===== src/rtl/instr_sequencer.sv =====
// Instruction sequencer: latches one 16-bit instruction at a time and steps the
// datapath strobes through a fixed per-opcode state sequence.
module instr_sequencer #(
  parameter bit IMM_SEXT = 1'b1
) (
  input  logic        clk,
  input  logic        reset,
  input  logic        s,
  input  logic [15:0] instr,
  output logic        w,
  output logic        done,
  output logic        illegal,
  output logic [2:0]  nsel,
  output logic [2:0]  rnum,
  output logic        loada,
  output logic        loadb,
  output logic        loadc,
  output logic        loads,
  output logic        write,
  output logic        asel,
  output logic        bsel,
  output logic [1:0]  vsel,
  output logic [1:0]  ALUop,
  output logic [1:0]  shift,
  output logic [15:0] sximm8
);

  typedef enum logic [2:0] {
    S_WAIT, S_DECODE, S_GET_A, S_GET_B, S_EXEC, S_WRITE, S_WIMM
  } state_t;

  typedef struct packed {
    logic       w;
    logic       done;
    logic [2:0] nsel;
    logic [2:0] rnum;
    logic       loada;
    logic       loadb;
    logic       loadc;
    logic       loads;
    logic       write;
    logic       asel;
    logic       bsel;
    logic [1:0] vsel;
    logic [1:0] aluop;
    logic [1:0] shift;
  } ctl_t;

  state_t      state, ns;
  logic [15:0] ir, ir_nxt;
  logic        accept;
  ctl_t        c;

  // First state after DECODE; S_WAIT doubles as the "undecodable" marker.
  function automatic state_t first_state(input logic [15:0] i);
    case ({i[15:13], i[12:11]})
      5'b110_10:                     first_state = S_WIMM;
      5'b110_00, 5'b101_11:          first_state = S_GET_B;
      5'b101_00, 5'b101_01, 5'b101_10: first_state = S_GET_A;
      default:                       first_state = S_WAIT;
    endcase
  endfunction

  function automatic state_t next_state(input state_t st, input logic [15:0] i, input logic go);
    case (st)
      S_WAIT:   next_state = go ? S_DECODE : S_WAIT;
      S_DECODE: next_state = first_state(i);
      S_GET_A:  next_state = S_GET_B;
      S_GET_B:  next_state = S_EXEC;
      S_EXEC:   next_state = (i[15:11] == 5'b101_01) ? S_WAIT : S_WRITE;
      default:  next_state = S_WAIT;
    endcase
  endfunction

  function automatic ctl_t outputs(input state_t st, input logic [15:0] i);
    ctl_t o;
    o = '0;
    case (st)
      S_WAIT:   o.w = 1'b1;
      S_DECODE: o.done = (first_state(i) == S_WAIT);
      S_GET_A:  begin o.nsel = 3'b001; o.loada = 1'b1; end
      S_GET_B:  begin o.nsel = 3'b100; o.loadb = 1'b1; o.shift = i[4:3]; end
      S_EXEC: begin
        o.shift = i[4:3];
        if (i[15:13] == 3'b110) begin
          o.asel = 1'b1; o.loadc = 1'b1;
        end else if (i[12:11] == 2'b01) begin
          o.aluop = 2'b01; o.loads = 1'b1; o.done = 1'b1;
        end else begin
          // MVN zeroes A; ADD/AND pass op straight through as the ALU code
          o.asel  = (i[12:11] == 2'b11);
          o.aluop = i[12:11];
          o.loadc = 1'b1;
        end
      end
      S_WRITE:  begin o.nsel = 3'b010; o.write = 1'b1; o.done = 1'b1; end
      S_WIMM:   begin o.nsel = 3'b001; o.vsel = 2'b10; o.write = 1'b1; o.done = 1'b1; end
      default:  o = '0;
    endcase
    case (o.nsel)
      3'b001:  o.rnum = i[10:8];
      3'b010:  o.rnum = i[7:5];
      3'b100:  o.rnum = i[2:0];
      default: o.rnum = 3'b000;
    endcase
    return o;
  endfunction

  always_comb begin
    accept = (state == S_WAIT) && s;
    ir_nxt = accept ? instr : ir;
    ns     = next_state(state, ir, s);
  end

  // Outputs are registered from the next state so they line up with the state.
  always_ff @(posedge clk) begin
    if (reset) begin
      state   <= S_WAIT;
      ir      <= 16'h0000;
      illegal <= 1'b0;
      c       <= outputs(S_WAIT, 16'h0000);
    end else begin
      state <= ns;
      ir    <= ir_nxt;
      c     <= outputs(ns, ir_nxt);
      if (accept) illegal <= (first_state(instr) == S_WAIT);
    end
  end

  assign w     = c.w;
  assign done  = c.done;
  assign nsel  = c.nsel;
  assign rnum  = c.rnum;
  assign loada = c.loada;
  assign loadb = c.loadb;
  assign loadc = c.loadc;
  assign loads = c.loads;
  assign write = c.write;
  assign asel  = c.asel;
  assign bsel  = c.bsel;
  assign vsel  = c.vsel;
  assign ALUop = c.aluop;
  assign shift = c.shift;

  assign sximm8 = IMM_SEXT ? {{8{ir[7]}}, ir[7:0]} : {8'h00, ir[7:0]};

endmodule


===== config.mk =====
export PLATFORM = sky130hd
export DESIGN_NAME = instr_sequencer
export DESIGN_NICKNAME = d
export VERILOG_FILES = /design/src/rtl/instr_sequencer.sv
export SDC_FILE = /design/constraint.sdc
export NUM_CORES = 1
export LEC_CHECK = 0
export ABC_AREA = 1
export CELL_PAD_IN_SITES_DETAIL_PLACEMENT = 0
export CELL_PAD_IN_SITES_GLOBAL_PLACEMENT = 1
export CORE_MARGIN = 2
export CORE_UTILIZATION = 32
export DETAILED_ROUTE_END_ITERATION = 16
export PLACE_DENSITY = 0.74
export SLEW_MARGIN = 15
export SYNTH_ARGS = -nofsm -noshare
export SYNTH_HDL_FRONTEND = slang
export SYNTH_SLANG_ARGS = --single-unit
export TNS_END_PERCENT = 50

===== constraint.sdc =====
create_clock -name clk -period 1.5 [get_ports clk]
set_input_delay 0.3 -clock clk [delete_from_list [all_inputs] [get_ports clk]]
set_output_delay 0.3 -clock clk [all_outputs]
set_load 0.01 [all_outputs]

== After elaboration in Yosys (flattened, before gate mapping) ==
Cells that the tools add are included.

* Output and inout port bits: 38
* Flip-flop bits (word level): 41
* Input bits: 19

* Equality and inequality tests: 34
* Reductions and logical operators: 18
* Muxes and demuxes: 27
* Bitwise logic cells: 2

{| class="wikitable"
|+ Operator list
! kind !! number
|-
| $eq A5 B5 Y1 const B || 18
|-
| $pmux W3 S3 || 5
|-
| $eq A3 B3 Y1 const B || 6
|-
| $mux W3 || 6
|-
| $mux W16 || 1
|-
| $reduce_or A2 Y1 || 8
|-
| $eq A3 B2 Y1 const B || 5
|-
| $pmux W3 S5 || 1
|-
| $logic_not A3 Y1 || 4
|-
| $reduce_or A3 Y1 || 4
|-
| $mux W1 || 11
|-
| $eq A3 B1 Y1 const B || 3
|-
| $mux W2 || 2
|-
| $reduce_or A4 Y1 || 1
|-
| $pmux W1 S3 || 1
|-
| $eq A2 B1 Y1 const B || 1
|-
| $eq A2 B2 Y1 const B || 1
|-
| $not A1 Y1 || 2
|-
| $logic_and A1 B1 Y1 || 1
|}

== Depth between registers and ports, before layout ==
Gate-level depths: netlist of the first run.

* Depth after elaboration: 10
* Gate-level depth with buffers: 10
* Gate-level depth less buffers: 10

== Least setup slack after synthesis of the first run ==
No wires, ideal clock.

* Kind: reg2reg
* Start: reg state[0]
* End: reg c (netlist bit rnum[0])
* Path buffers: 0
* Clock period less this slack: 1.225 ns
* Arrival time: 1.097 ns
* Library setup time: 0.128 ns
* Slack: 0.275 ns
* Stages on the path, launching flop included: 8
* Cells stage by stage: dfxtp_1 > nor2_4 > nand2_4 > or2_1 > o21ai_2 > a21oi_1 > nor2_1 > nor2_1

* Cells in the longest elaborated chain, start to end: 8
* Elaborated cells on any way between the ends: 19
* Classes of those cells: eq/ne: 11; mux: 5; reduce/logical: 3

{| class="wikitable"
|+ Ends and longest elaborated chain
! what !! RTL line !! text
|-
| from (decl) || 49 || <nowiki>state_t state, ns;</nowiki>
|-
| from (signal assigned) || 123 || <nowiki>state <= ns;</nowiki>
|-
| $eq A3 B3 Y1 (tied with other cells) || 65 || <nowiki>case (st)</nowiki>
|-
| $pmux W3 S5 || 65 ||
|-
| $eq A3 B3 Y1 or $eq A3 B2 Y1 (tied branches) || 78 || <nowiki>case (st)</nowiki>
|-
| $reduce_or A2 Y1 (no line) || n/a ||
|-
| $pmux W3 S3 || 78 ||
|-
| $mux W3 || 117 || <nowiki>if (reset) begin</nowiki>
|-
| $eq A3 B3 Y1 (tied with other cells) || 100 || <nowiki>case (o.nsel)</nowiki>
|-
| $pmux W3 S3 (*) || 100 ||
|-
| to (signal assigned) || 121 || <nowiki>c <= outputs(S_WAIT, 16'h0000);</nowiki>
|-
| to (signal assigned) || 125 || <nowiki>c <= outputs(ns, ir_nxt);</nowiki>
|-
| to (decl) || 52 || <nowiki>ctl_t c;</nowiki>
|}

Every way passes the cells marked *; elsewhere a longest branch is shown, timed or not. The select of a mux whose other input is x is not followed.
A chain may end at the register's enable or synchronous reset.

== Worst setup path after layout of the first run ==
* Start: reg c (netlist bit done)
* End: out done

{| class="wikitable"
|+ RTL lines
! what !! RTL line !! text
|-
| to (decl) || 11 || <nowiki>output logic done,</nowiki>
|}

No word-level cell between the ends.

==> flow_metrics.env, run 1 <==
export IMPL_vias=1547
export IMPL_grt_use_total_pct=13.5
export IMPL_grt_remaining_overflow=0
export IMPL_htree_num_levels=2
export IMPL_power_leakage_nw=1.24
export IMPL_fin_nets=310
export IMPL_antenna_found_initial=0
export IMPL_peakVddDrop_mv=0.524
export IMPL_period_minus_slack_ps=1450
export IMPL_r2r_start="state[2]"
export IMPL_dpl_hpwl_microns=2960
export IMPL_core_sq_um=5410
export IMPL_num_rows=27
export IMPL_avgViaCountPerCell=4.26
export IMPL_synth_seq_area_share_pct=43.0
export IMPL_synth_top_family_by_area="simple AND/OR/NAND/NOR gates"
export IMPL_slew_viol_final=0
export IMPL_holdCritPathClass="reg2reg"
export IMPL_synth_cell_types=29
export IMPL_cpPeakStageDelay_ps=530
export IMPL_fin_area_sq_um=2550
export IMPL_synth_area_leaders="dfxtp_1 (43%), nand2_1 (10%), buf_4 (8.5%)"
export IMPL_synth_seq_cells=38
export IMPL_crit_path_cell_trace="clkdlybuf4s50_1"
export IMPL_maxCapViolations=0
export IMPL_hold_violations=0
export IMPL_cp_start_kind="flop"
export IMPL_r2r_cells=10
export IMPL_clock_path_buffers=2
export IMPL_status="finished, final reports clean"
export IMPL_muxShareOfSynthArea_pct=1.13
export IMPL_dr_pass1_iters=4
export IMPL_period_share_pct=96.8
export IMPL_cp_end_kind="primary output"
export IMPL_cp_num_buf_inv=1
export IMPL_yosys_area_share_simple_pct=33.1
export IMPL_cts_tree="built"
export IMPL_drt_iter0_markers=38
export IMPL_die_h_microns=78.3
export IMPL_synth_xor_area_share_pct=0
export IMPL_timing_rr_end="done"
export IMPL_ys_warn_count=0
export IMPL_routed_wl_microns=3970
export IMPL_arrival_ps=1150
export IMPL_drc=0
export IMPL_port_buffers=54
export IMPL_cts_buffers=5
export IMPL_slowest_stage="clkdlybuf4s50_1"
export IMPL_powerDensity_nw_per_um2=833
export IMPL_grt_pass1_wl_microns=6530
export IMPL_rsz0062_at_grt="true"
export IMPL_initial_core_util_pct=32.7
export IMPL_hold_depth=2
export IMPL_synth_fa_ha_area_share_pct=0
export IMPL_crit_family="buffers and inverters"
export IMPL_critPathKind="reg2out"
export IMPL_whs_ps=467
export IMPL_report_power_total_mw=2.12
export IMPL_cp_max_fo=1
export IMPL_grt_pass1_vias=1424
export IMPL_die_w_microns=78.3
export IMPL_die_area_sq_um=6140
export IMPL_worstSkewPairLatency_ps=280
export IMPL_io_pins=57
export IMPL_grt_max_degree=13
export IMPL_setup_tns_ps=0
export IMPL_finClkSkew_ps=5.59
export IMPL_yosys_area_top_type="dfxtp_1"
export IMPL_netlist_instances=229
export IMPL_place_gp_congestion=0.781
export IMPL_setup_viol_count_final=0
export IMPL_synth_compound_area_share_pct=7.36
export IMPL_nFillCells=572
export IMPL_wire_per_inst_microns=10.9
export IMPL_min_from="ir[10]"
export IMPL_clock_sinks=38
export IMPL_yosysTopAreaCellShare_pct=43.0
export IMPL_syn_to_final_growth_pct=44.2
export IMPL_syn_cell_area_sq_um=1770
export IMPL_r2r_setup_slack_ps=70
export IMPL_cts_root_buffer="clkbuf_8"
export IMPL_critPathRequiredTime_ps=1200
export IMPL_diodes=0
export IMPL_drtAntennaViolNets=0
export IMPL_cp_depth=1
export IMPL_drive_gt1_share_pct=22.3
export IMPL_min_to="ir[10]"
export IMPL_max_freq_mhz=689
export IMPL_placed_area_sq_um=2380
export IMPL_clk_pin_slew_worst_paths_ps=70
export IMPL_avgSynthCellArea_sq_um=7.72
==> worst max path at each step <==
stage / from / endpoint / slack (ps)
2_1_floorplan: state[0] / rnum[0] / 280
3_3_place_gp: s / rnum[0] / -280
3_5_place_dp: s / rnum[0] / -300
4_1_cts: s / rnum[0] / 4
5_1_grt: state[2] / done / -40
6_report: done / done / 50
==> area by class of cell <==
| class | count | area [sq um] | area share (%) |
|---|---|---|---|
| Multi-Input combinational cell | 143 | 781 | 30.6 |
| Sequential cell | 38 | 769 | 30.2 |
| Timing Repair Buffer | 77 | 732 | 28.7 |
| Inverter | 26 | 100 | 3.93 |
| Tap cell | 72 | 90.1 | 3.53 |
| Clock buffer | 7 | 76.3 | 2.99 |
==> logic make-up after synthesis <==
family / after synthesis
AND/OR/NAND/NOR: 117
buffers and inverters: 49
flip-flops: 38
AO/OA/AOI/OAI: 22
multiplexers: 2
other: 1
==> synth_stat cells <==
cell	instances
mux2i_1	2
o21ai_1	1
dfxtp_1	38
nand3b_1	1
inv_1	23
nand2_4	2
nor3_1	1
buf_4	20
buf_6	1
nand2_2	11
inv_2	2
nor3_2	2
nand3_1	11
o21ai_2	1
conb_1	1
inv_4	1
nand3_2	4
o211ai_1	2
a21oi_1	16
or2_1	1
o21ai_0	1
a21oi_4	1
nor2_4	3
nor2_2	1
nand4_2	1
nor2_1	26
nand2_1	49
clkbuf_1	2
nand4_1	4
==> power breakdown <==
part	internal (mW)	total (mW)	switching, mW
clock network	0.320	0.640	0.320
registers	1.05	1.07	0.0289
logic	0.208	0.409	0.201
total	1.57	2.12	0.550
==> worst reg2reg max path, delay by kind of cell (launching register included) <==
family | cells | cell delay (ps)
buffers and inverters | 2 | 210
DFF | 1 | 360
and+or+nand+nor | 8 | 830
==> metrics by stage <==
stage | util (%) | setup WS (ps) | cells
2_1_floorplan | - | 275 | 230
3_3_place_gp | 44.1 | -283 | 351
3_5_place_dp | 44.1 | -295 | 351
4_1_cts | 45.3 | 4.12 | 358
5_1_grt | 47.2 | -36.8 | 363
6_report | 47.2 | 48.2 | 363
==> state kept, by name (all words and copies together) (netlist names), 2 cells and up <==
signal	cells
state	3
ir	16
ALUop	2
rnum	3
nsel	3
shift	2
==> per-layer routing <==
| metal | vias to the layer above | part of all wire (%) | GRT usage (%) |
|---|---|---|---|
| met2 | 31 | 49 | 22.5 |
| met5 | - | 0 | 0 |
| li1 | 823 | - | - |
| met4 | 0 | 1.7 | 4.91 |
| met3 | 9 | 3.6 | 3.56 |
| met1 | 684 | 46 | 16.7 |
==> layout by cell type (no fill, tap or decap), drive strengths merged <==
master | synthesis | routed
conb | 1 | 2
nand3b | 1 | 1
dfxtp | 38 | 38
mux2i | 2 | 2
o21ai | 3 | 3
buf | 21 | 23
or2 | 1 | 1
clkdlybuf4s50 | 0 | 38
dlygate4sd2 | 0 | 10
nor2 | 30 | 30
o211ai | 2 | 2
a21oi | 17 | 17
nand3 | 15 | 15
nor3 | 3 | 3
nand4 | 5 | 5
nand2 | 62 | 62
inv | 26 | 26
dlymetal6s2s | 0 | 6
clkbuf | 2 | 7
==> timing repair <==
| item | CTS | global route |
|---|---|---|
| hold buffers | 0 | 0 |
| pin swaps | 0 | 6 |
| setup buffers | 0 | 5 |
| gates cloned | 0 | 0 |
| endpoints found under the setup margin | 10 | 13 |
| gates resized for setup | 12 | 21 |
No activity file was read; power rests on OpenSTA's default activity.
==> run 2: changes to the inputs <==
--- a/config.mk
+++ b/config.mk
@@ -12,6 +12,7 @@
 export CORE_UTILIZATION = 32
 export DETAILED_ROUTE_END_ITERATION = 16
 export PLACE_DENSITY = 0.74
+export RECOVER_POWER = 25
 export SLEW_MARGIN = 15
 export SYNTH_ARGS = -nofsm -noshare
 export SYNTH_HDL_FRONTEND = slang
==> run 2 against run 1 <==
  * Register-to-register slack hardly changed
  * Combinational power hardly changed
  * Via count is 0.26% lower
  * Critical path depth stayed put
  * First-iteration DRC count is 2.6% lower
  * Die area stayed put
  * Setup slack better by 0.52 ps
  * Final cell count stayed put
  * Non-clock buffer count stayed put
  * Largest cell class unchanged
==> flow_metrics.env, run 2 (synthesis gave the netlist of run 1 again) <==
export IMPL_largest_reg_flops=16
export IMPL_grt_use_total_pct=13.5
export IMPL_final_common_cell="nand2_1"
export IMPL_diodes=0
export IMPL_place_gp_congestion=0.781
export IMPL_num_rows=27
export IMPL_htree_num_levels=2
export IMPL_nFillCells=573
export IMPL_finClkSkew_ps=4.77
export IMPL_min_from="ir[10]"
export IMPL_initial_core_util_pct=32.7
export IMPL_timing_rr_end="done"
export IMPL_cp_start_kind="flop"
export IMPL_r2r_setup_slack_ps=70
export IMPL_hold_depth=2
export IMPL_crit_family="buffers and inverters"
export IMPL_critPathKind="reg2out"
export IMPL_drtAntennaViolNets=0
export IMPL_io_pins=57
export IMPL_period_share_pct=96.8
export IMPL_cp_max_fo=1
export IMPL_die_area_sq_um=6140
export IMPL_slew_viol_final=0
export IMPL_final_cell_mix="nand2_1 (47), clkdlybuf4s50_1 (38), dfxtp_1 (35)"
export IMPL_wire_per_inst_microns=11.0
export IMPL_hold_buffers=0
export IMPL_status="finished, final reports clean"
export IMPL_rsz0062_at_grt="true"
export IMPL_grt_remaining_overflow=0
export IMPL_setup_viol_count_final=0
export IMPL_crit_path_cell_trace="clkdlybuf4s50_1"
export IMPL_clock_sinks=38
export IMPL_antenna_found_initial=0
export IMPL_critPathRequiredTime_ps=1200
export IMPL_worstSkewPairLatency_ps=280
export IMPL_clock_path_buffers=2
export IMPL_dpl_hpwl_microns=2960
export IMPL_cts_tree="built"
export IMPL_maxCapViolations=0
export IMPL_hold_violations=0
export IMPL_period_minus_slack_ps=1450
export IMPL_cts_root_buffer="clkbuf_8"
export IMPL_peakVddDrop_mv=0.522
export IMPL_grt_max_degree=13
export IMPL_drt_iter0_markers=37
export IMPL_powerDensity_nw_per_um2=837
export IMPL_cp_num_buf_inv=1
export IMPL_max_freq_mhz=689
export IMPL_power_leakage_nw=1.16
export IMPL_largest_register="ir"
export IMPL_seq_area_sq_um=769
export IMPL_clk_pin_slew_worst_paths_ps=70
export IMPL_cp_end_kind="primary output"
export IMPL_fin_nets=310
export IMPL_vias=1543
export IMPL_drc=0
export IMPL_core_sq_um=5410
export IMPL_r2r_cells=10
export IMPL_avgViaCountPerCell=4.25
export IMPL_syn_to_final_growth_pct=43.5
export IMPL_routed_wl_microns=3980
export IMPL_die_w_microns=78.3
export IMPL_die_h_microns=78.3
export IMPL_port_buffers=54
export IMPL_drive_gt1_share_pct=22.3
export IMPL_grt_pass1_vias=1424
export IMPL_slowest_stage="clkdlybuf4s50_1"
export IMPL_cpPeakStageDelay_ps=530
export IMPL_dr_pass1_iters=4
export IMPL_arrival_ps=1150
export IMPL_multiInputGateArea_sq_um=781
export IMPL_report_power_total_mw=2.12
export IMPL_min_to="ir[10]"
export IMPL_whs_ps=468
export IMPL_grt_pass1_wl_microns=6530
export IMPL_cts_buffers=5
export IMPL_holdCritPathClass="reg2reg"
export IMPL_r2r_start="state[2]"
run 2: power breakdown:
group	switching [mW]	internal, mW
registers	0.0294	1.05
clock network	0.320	0.320
logic	0.201	0.207
run 2: final cells by class:
class | instances | area share (%)
clock buffer | 7 | 3.01
inverter | 26 | 3.95
multi-input combinational | 143 | 30.8
sequential | 38 | 30.3
tap | 72 | 3.55
timing repair buffer | 77 | 28.4
run 2: what timing repair did:
item                                    4_1_cts  5_1_grt
pin swaps                                     0        6
endpoints found under the setup margin       10       13
setup buffers                                 0        5
resized for setup                            12       21
run 2: per-layer routing:
| metal | GRT usage (%) | wire length [microns] |
|---|---|---|
| met1 | 16.7 | 1840 |
| met2 | 22.5 | 1930 |
| met3 | 3.56 | 146 |
| met4 | 4.91 | 66 |
| met5 | 0 | 0 |
run 2: how the worst max path moves through the flow:
stage | start | to | slack (ps) | depth (start not counted)
final | done | done | 50 | 1
after floorplan | state[0] | rnum[0] | 280 | 7
after detailed placement | s | rnum[0] | -300 | 9
after CTS | s | rnum[0] | 4 | 9
after global routing | state[2] | done | -40 | 10
after global placement | s | rnum[0] | -280 | 9
run 2: metrics by stage:
stage / std cells / area, sq um / setup WS [ps] / util, % / setup TNS (ps)
floorplan: 230 / 1770 / 275 / - / 0
global placement: 351 / 2380 / -283 / 44.1 / -3630
detailed placement: 351 / 2380 / -295 / 44.1 / -4190
CTS: 358 / 2450 / 4.12 / 45.3 / 0
global route: 363 / 2540 / -36.8 / 46.9 / -42.8
finish: 363 / 2540 / 48.7 / 46.9 / 0
